**src/rtl/stream_merge_weighted.sv**
```systemverilog
// N-to-1 stream merge with packet-atomic weighted round-robin arbitration.
// Output stage is a single register that sustains one beat per cycle.
module stream_merge_weighted #(
    parameter int PORTS        = 4,
    parameter int DATA_WIDTH   = 32,
    parameter int WEIGHT_WIDTH = 4,
    parameter int USE_LAST     = 1,
    parameter int ID_WIDTH     = (PORTS > 1) ? $clog2(PORTS) : 1
) (
    input  logic                          clk,
    input  logic                          rst,
    input  logic [PORTS-1:0]              in_valid,
    output logic [PORTS-1:0]              in_ready,
    input  logic [PORTS*DATA_WIDTH-1:0]   in_payload,
    input  logic [PORTS-1:0]              in_last,
    input  logic [PORTS*WEIGHT_WIDTH-1:0] weight,
    output logic                          out_valid,
    input  logic                          out_ready,
    output logic [DATA_WIDTH-1:0]         out_payload,
    output logic [ID_WIDTH-1:0]           out_id,
    output logic                          out_last
);
    localparam logic [0:0] IDLE   = 1'b0;
    localparam logic [0:0] LOCKED = 1'b1;

    logic [0:0]                             state;
    logic [ID_WIDTH-1:0]                    ptr, cur, gnt, gnt_inc;
    logic [WEIGHT_WIDTH-1:0]                credit, cred_base, cred_next, w_sel;
    logic [PORTS-1:0][DATA_WIDTH-1:0]       pay_arr;
    logic [PORTS-1:0][WEIGHT_WIDTH-1:0]     w_arr;
    logic                                   gnt_any, load, acc, beat_last;
    int                                     k;

    assign pay_arr = in_payload;
    assign w_arr   = weight;

    // Circular search from ptr; iterating backwards leaves the nearest requester as the winner.
    always_comb begin
        gnt     = cur;
        gnt_any = (state == LOCKED);
        k       = 0;
        if (state == IDLE) begin
            for (int i = PORTS - 1; i >= 0; i--) begin
                k = int'(ptr) + i;
                if (k >= PORTS) k = k - PORTS;
                if (in_valid[ID_WIDTH'(k)]) begin
                    gnt     = ID_WIDTH'(k);
                    gnt_any = 1'b1;
                end
            end
        end
    end

    assign load      = !out_valid || out_ready;
    assign acc       = !rst && load && gnt_any && in_valid[gnt];
    assign beat_last = (USE_LAST != 0) ? in_last[gnt] : 1'b1;
    assign w_sel     = w_arr[gnt];
    assign gnt_inc   = (gnt == ID_WIDTH'(PORTS - 1)) ? '0 : gnt + ID_WIDTH'(1);

    // A new turn (different port, or the owner ran out) reloads the weight; zero counts as one.
    assign cred_base = (state == IDLE && (gnt != cur || credit == '0))
                     ? ((w_sel == '0) ? WEIGHT_WIDTH'(1) : w_sel)
                     : credit;
    assign cred_next = cred_base - WEIGHT_WIDTH'(1);

    genvar p;
    generate
        for (p = 0; p < PORTS; p++) begin : g_rdy
            assign in_ready[p] = !rst && load && gnt_any && (gnt == ID_WIDTH'(p));
        end
    endgenerate

    always_ff @(posedge clk) begin
        if (rst) begin
            state       <= IDLE;
            ptr         <= '0;
            cur         <= '0;
            credit      <= '0;
            out_valid   <= 1'b0;
            out_payload <= '0;
            out_id      <= '0;
            out_last    <= 1'b0;
        end else begin
            if (load) begin
                out_valid <= acc;
                if (acc) begin
                    out_payload <= pay_arr[gnt];
                    out_id      <= gnt;
                    out_last    <= beat_last;
                end
            end
            if (acc) begin
                cur <= gnt;
                if (beat_last) begin
                    state  <= IDLE;
                    credit <= cred_next;
                    ptr    <= (cred_next == '0) ? gnt_inc : gnt;
                end else begin
                    state  <= LOCKED;
                    credit <= cred_base;
                end
            end
        end
    end
endmodule

```
**config.mk**
```make
export PLATFORM = sky130hd
export DESIGN_NAME = stream_merge_weighted
export DESIGN_NICKNAME = d
export VERILOG_FILES = /design/src/rtl/stream_merge_weighted.sv
export SDC_FILE = /design/constraint.sdc
export NUM_CORES = 1
export LEC_CHECK = 0
export BUFFER_PORTS_ARGS = -buffer_cell sky130_fd_sc_hd__buf_2
export CORE_UTILIZATION = 40
export DETAILED_ROUTE_END_ITERATION = 7
export PLACE_DENSITY_LB_ADDON = 0.08
export SYNTH_ARGS = -nofsm -noshare
export SYNTH_HDL_FRONTEND = slang
export SYNTH_SLANG_ARGS = --single-unit
```
**constraint.sdc**
```tcl
create_clock -name clk -period 3.7 [get_ports clk]
set_input_delay 0.74 -clock clk [delete_from_list [all_inputs] [get_ports clk]]
set_output_delay 0.74 -clock clk [all_outputs]
set_load 0.01 [all_outputs]
```
==> run metrics <==
final slew viol count=0; DR WL/cell=roughly 13 µm; vias=approximately 4100; Slew @ Worst Pin=between 0.7 and 0.8 ns; diode count=0; CTS Root Buffer Type=clkbuf_8; setup TNS=0 ns; pin count of the biggest net entering global routing=70; Final min period=3.42 ns; post-synth net total=roughly 700; hold slack=~0.45 ns; Die Ht=94 µm; Setup-failing EPs final=0; Yosys reg bits=45; clock network fraction of total power=11.0%; cell-internal power=1.48 mW; Cells after Synth=~520; detailed-router iteration count before antenna repair=4; global route overflow=0; crit path launch=in_valid[0]; Final Hold Fails=0; gp weighted congestion=a little over 0.8; DRT iter0 DRCs=about 100; CTS tree=yes; vias per cell=between 5 and 6; number of global-route vias before repair=3564; run status=finished clean; ANT nets after route=0; maxcap violations=0; Main synth FF type=dfxtp_1; CP startpoint kind=input pin; Net Sw Power=between 1 and 1.5 mW; first-pass GRT wire length=17000 µm; CP Cell Sequence=buf_2, nor2b_1, nor4b_4, a2bb2oi_2, nor2_4, buf_4, ha_1, and2_1, buf_2; Clock Latency Late Sink=approximately 0.30 ns; synthesized area=~3400 µm²; clock tree buffer depth=2; Hold-fix buffers, CTS=0; Initial Util=41.2%; layout cell share with drive strength beyond 1=approximately a third; initial antenna violation count=1; Net Sw Frac=47.2%; critical path's most frequent cell=buf_2; clock buffer count from CTS=5; most common library cells after synthesis=nand2_1 (174), nand3_1 (101), dfxtp_1 (45), a21oi_1 (43), clkbuf_1 (28); combinational share of power=between 60% and 70%; crit end category=primary output; most frequent cell after synthesis=nand2_1; worst hold start=out_payload[21]; IO Port Bufs=just under 200; Area Growth Syn to Fin=33.5%; count of synthesis-stage warnings from yosys=0; # clock sinks=45; maximum VDD drop=around 0.27 mV; CP max stage cell=a2bb2oi_2; CP max stage delay=around 0.33 ns; headroom to the max-slew limit=approximately 53%; most area-consuming cells after synthesis=dfxtp_1 (27%), nand2_1 (19%), nand3_1 (15%); min-delay worst type=reg2reg; H-tree depth=2; DP Wirelength=between 8000 and 9000 µm; nets@finish=between 800 and 900; DIE WIDTH=about 94 µm; final worst setup slack=0.278 ns; final core occ=between 50% and 60%; number of synthesized flops with an enable pin=0; Cell Area, Placed=around 4400 µm²; Worst Skew=0.00698 ns; ys async rst share=0%; post-synth top area share=approximately a quarter; Rows=33; P_leak=roughly 2.2 nW; I/O Pins=between 150 and 200; Netlist cell types=57; sequential power share=roughly a quarter; residual DRC count=0; total power per unit cell area=about 620 nW/µm²; sequential share of the synthesized area=26.6%; Core ar.=8220 µm²; mean post-synth cell area=around 6.5 µm²; Worst EP arrival=approximately 2.7 ns; Setup WS pre-CTS=0.0192 ns; die footprint=8840 µm²; Reg clk slew, reported paths=about 0.080 ns; final cell area excluding filler cells=between 4000 and 5000 µm²; fmax=between 200 and 300 MHz; Data required, critical path=around 3.0 ns; GRT Util Overall=between 20% and 30%; Crit Path Max Fanout=between 60 and 70; RR Startpoint=ptr[1]; type of the worst setup path=in2out; cell taking the most area after synthesis=dfxtp_1; Tcrit/Tclk final=between 90 and 100%; RSZ-0062 raised after global routing=no; Routed WL=between 10000 and 15000 µm
-- registers in the layout, summed over array words and instances (netlist names) --
signal / count
out_payload: 32
state: 1
out_last: 1
out_valid: 1
credit: 4
ptr: 2
out_id: 2
cur: 2
-- power by group through the flow --
stage	Clock, mW	Sequential [mW]	Combinational [mW]
CTS	0.311	0.683	1.81
global placement	0	0.689	1.77
global route	0.339	0.700	2.04
detailed placement	0	0.693	1.79
floorplan	0	0.701	1.28
finish	0.306	0.684	1.81
-- cell usage in the layout (no fill, tap or decap), types with 3 or more instances in the layout --
cell type	synthesis	final
dfxtp_1	45	43
inv_1	5	5
o21ai_0	6	6
and2_1	6	6
nor2_1	13	13
nand2_1	174	174
nand3_1	101	101
mux2i_1	8	8
o21ai_1	3	3
and3_1	3	3
buf_4	0	15
a21oi_1	43	43
buf_2	6	194
nand2b_1	4	4
a211oi_1	3	3
a31oi_1	5	5
o21a_1	3	3
ha_1	6	6
clkbuf_8	0	5
-- routing by layer --
| layer | GRT usage (%) | vias up | wire length, µm |
|---|---|---|---|
| met2 | 42.7 | 106 | 5340 |
| met1 | 30.0 | 1820 | 4510 |
| met4 | 3.85 | 0 | 94 |
| met3 | 5.50 | 10 | 602 |
| met5 | 0 | - | 0 |
| li1 | - | 2129 | - |
-- critical path, delay by kind of cell --
family	cells	cell delay, ns
buffers and inverters	3	0.60
adders and majority gates	1	0.31
AOI/OAI and AO/OA	1	0.33
and+or+nand+nor	4	0.64
-- area by class of cell --
class	instances	area, µm²
Fill cell	882	3700
Inverter	7	26.3
Sequential cell	45	903
Clock inverter	2	15.0
Timing Repair Buffer	210	1100
Multi-Input combinational cell	426	2270
Tap cell	105	131
Clock buffer	6	72.6
-- repair_timing --
item / CTS / global route
resized for setup: 0 / 2
buffers inserted: 0 / 1
endpoints found under the setup margin: 0 / 4
-- through the flow --
step	instances	total power [mW]
after CTS	800	2.80
final	801	2.80
after global placement	792	2.46
after detailed placement	792	2.49
after floorplan	521	1.98
after global routing	801	3.08
-- kinds of logic after synthesis --
kind of cell	count (synthesis)	share of synthesized area, %
DFF	45	26.6
AOI/OAI and AO/OA	86	17.4
buffers and inverters	50	6.43
muxes	13	4.25
xor gates and xnor gates	2	0.517
adders and majority gates	6	2.22
and+or+nand+nor	319	42.6
-- final timing paths --
| check | endpoint | slack (ns) | cells past startpoint |
|---|---|---|---|
| worst min register to register | out_payload[21] | 0.45 | 2 |
| worst min-delay path | out_payload[21] | 0.45 | 2 |
| worst max-delay path | in_ready[0] | 0.28 | 9 |
| worst max register to register | ptr[1] | 0.41 | 15 |
Note: power is estimated with default switching activity, not from simulation.
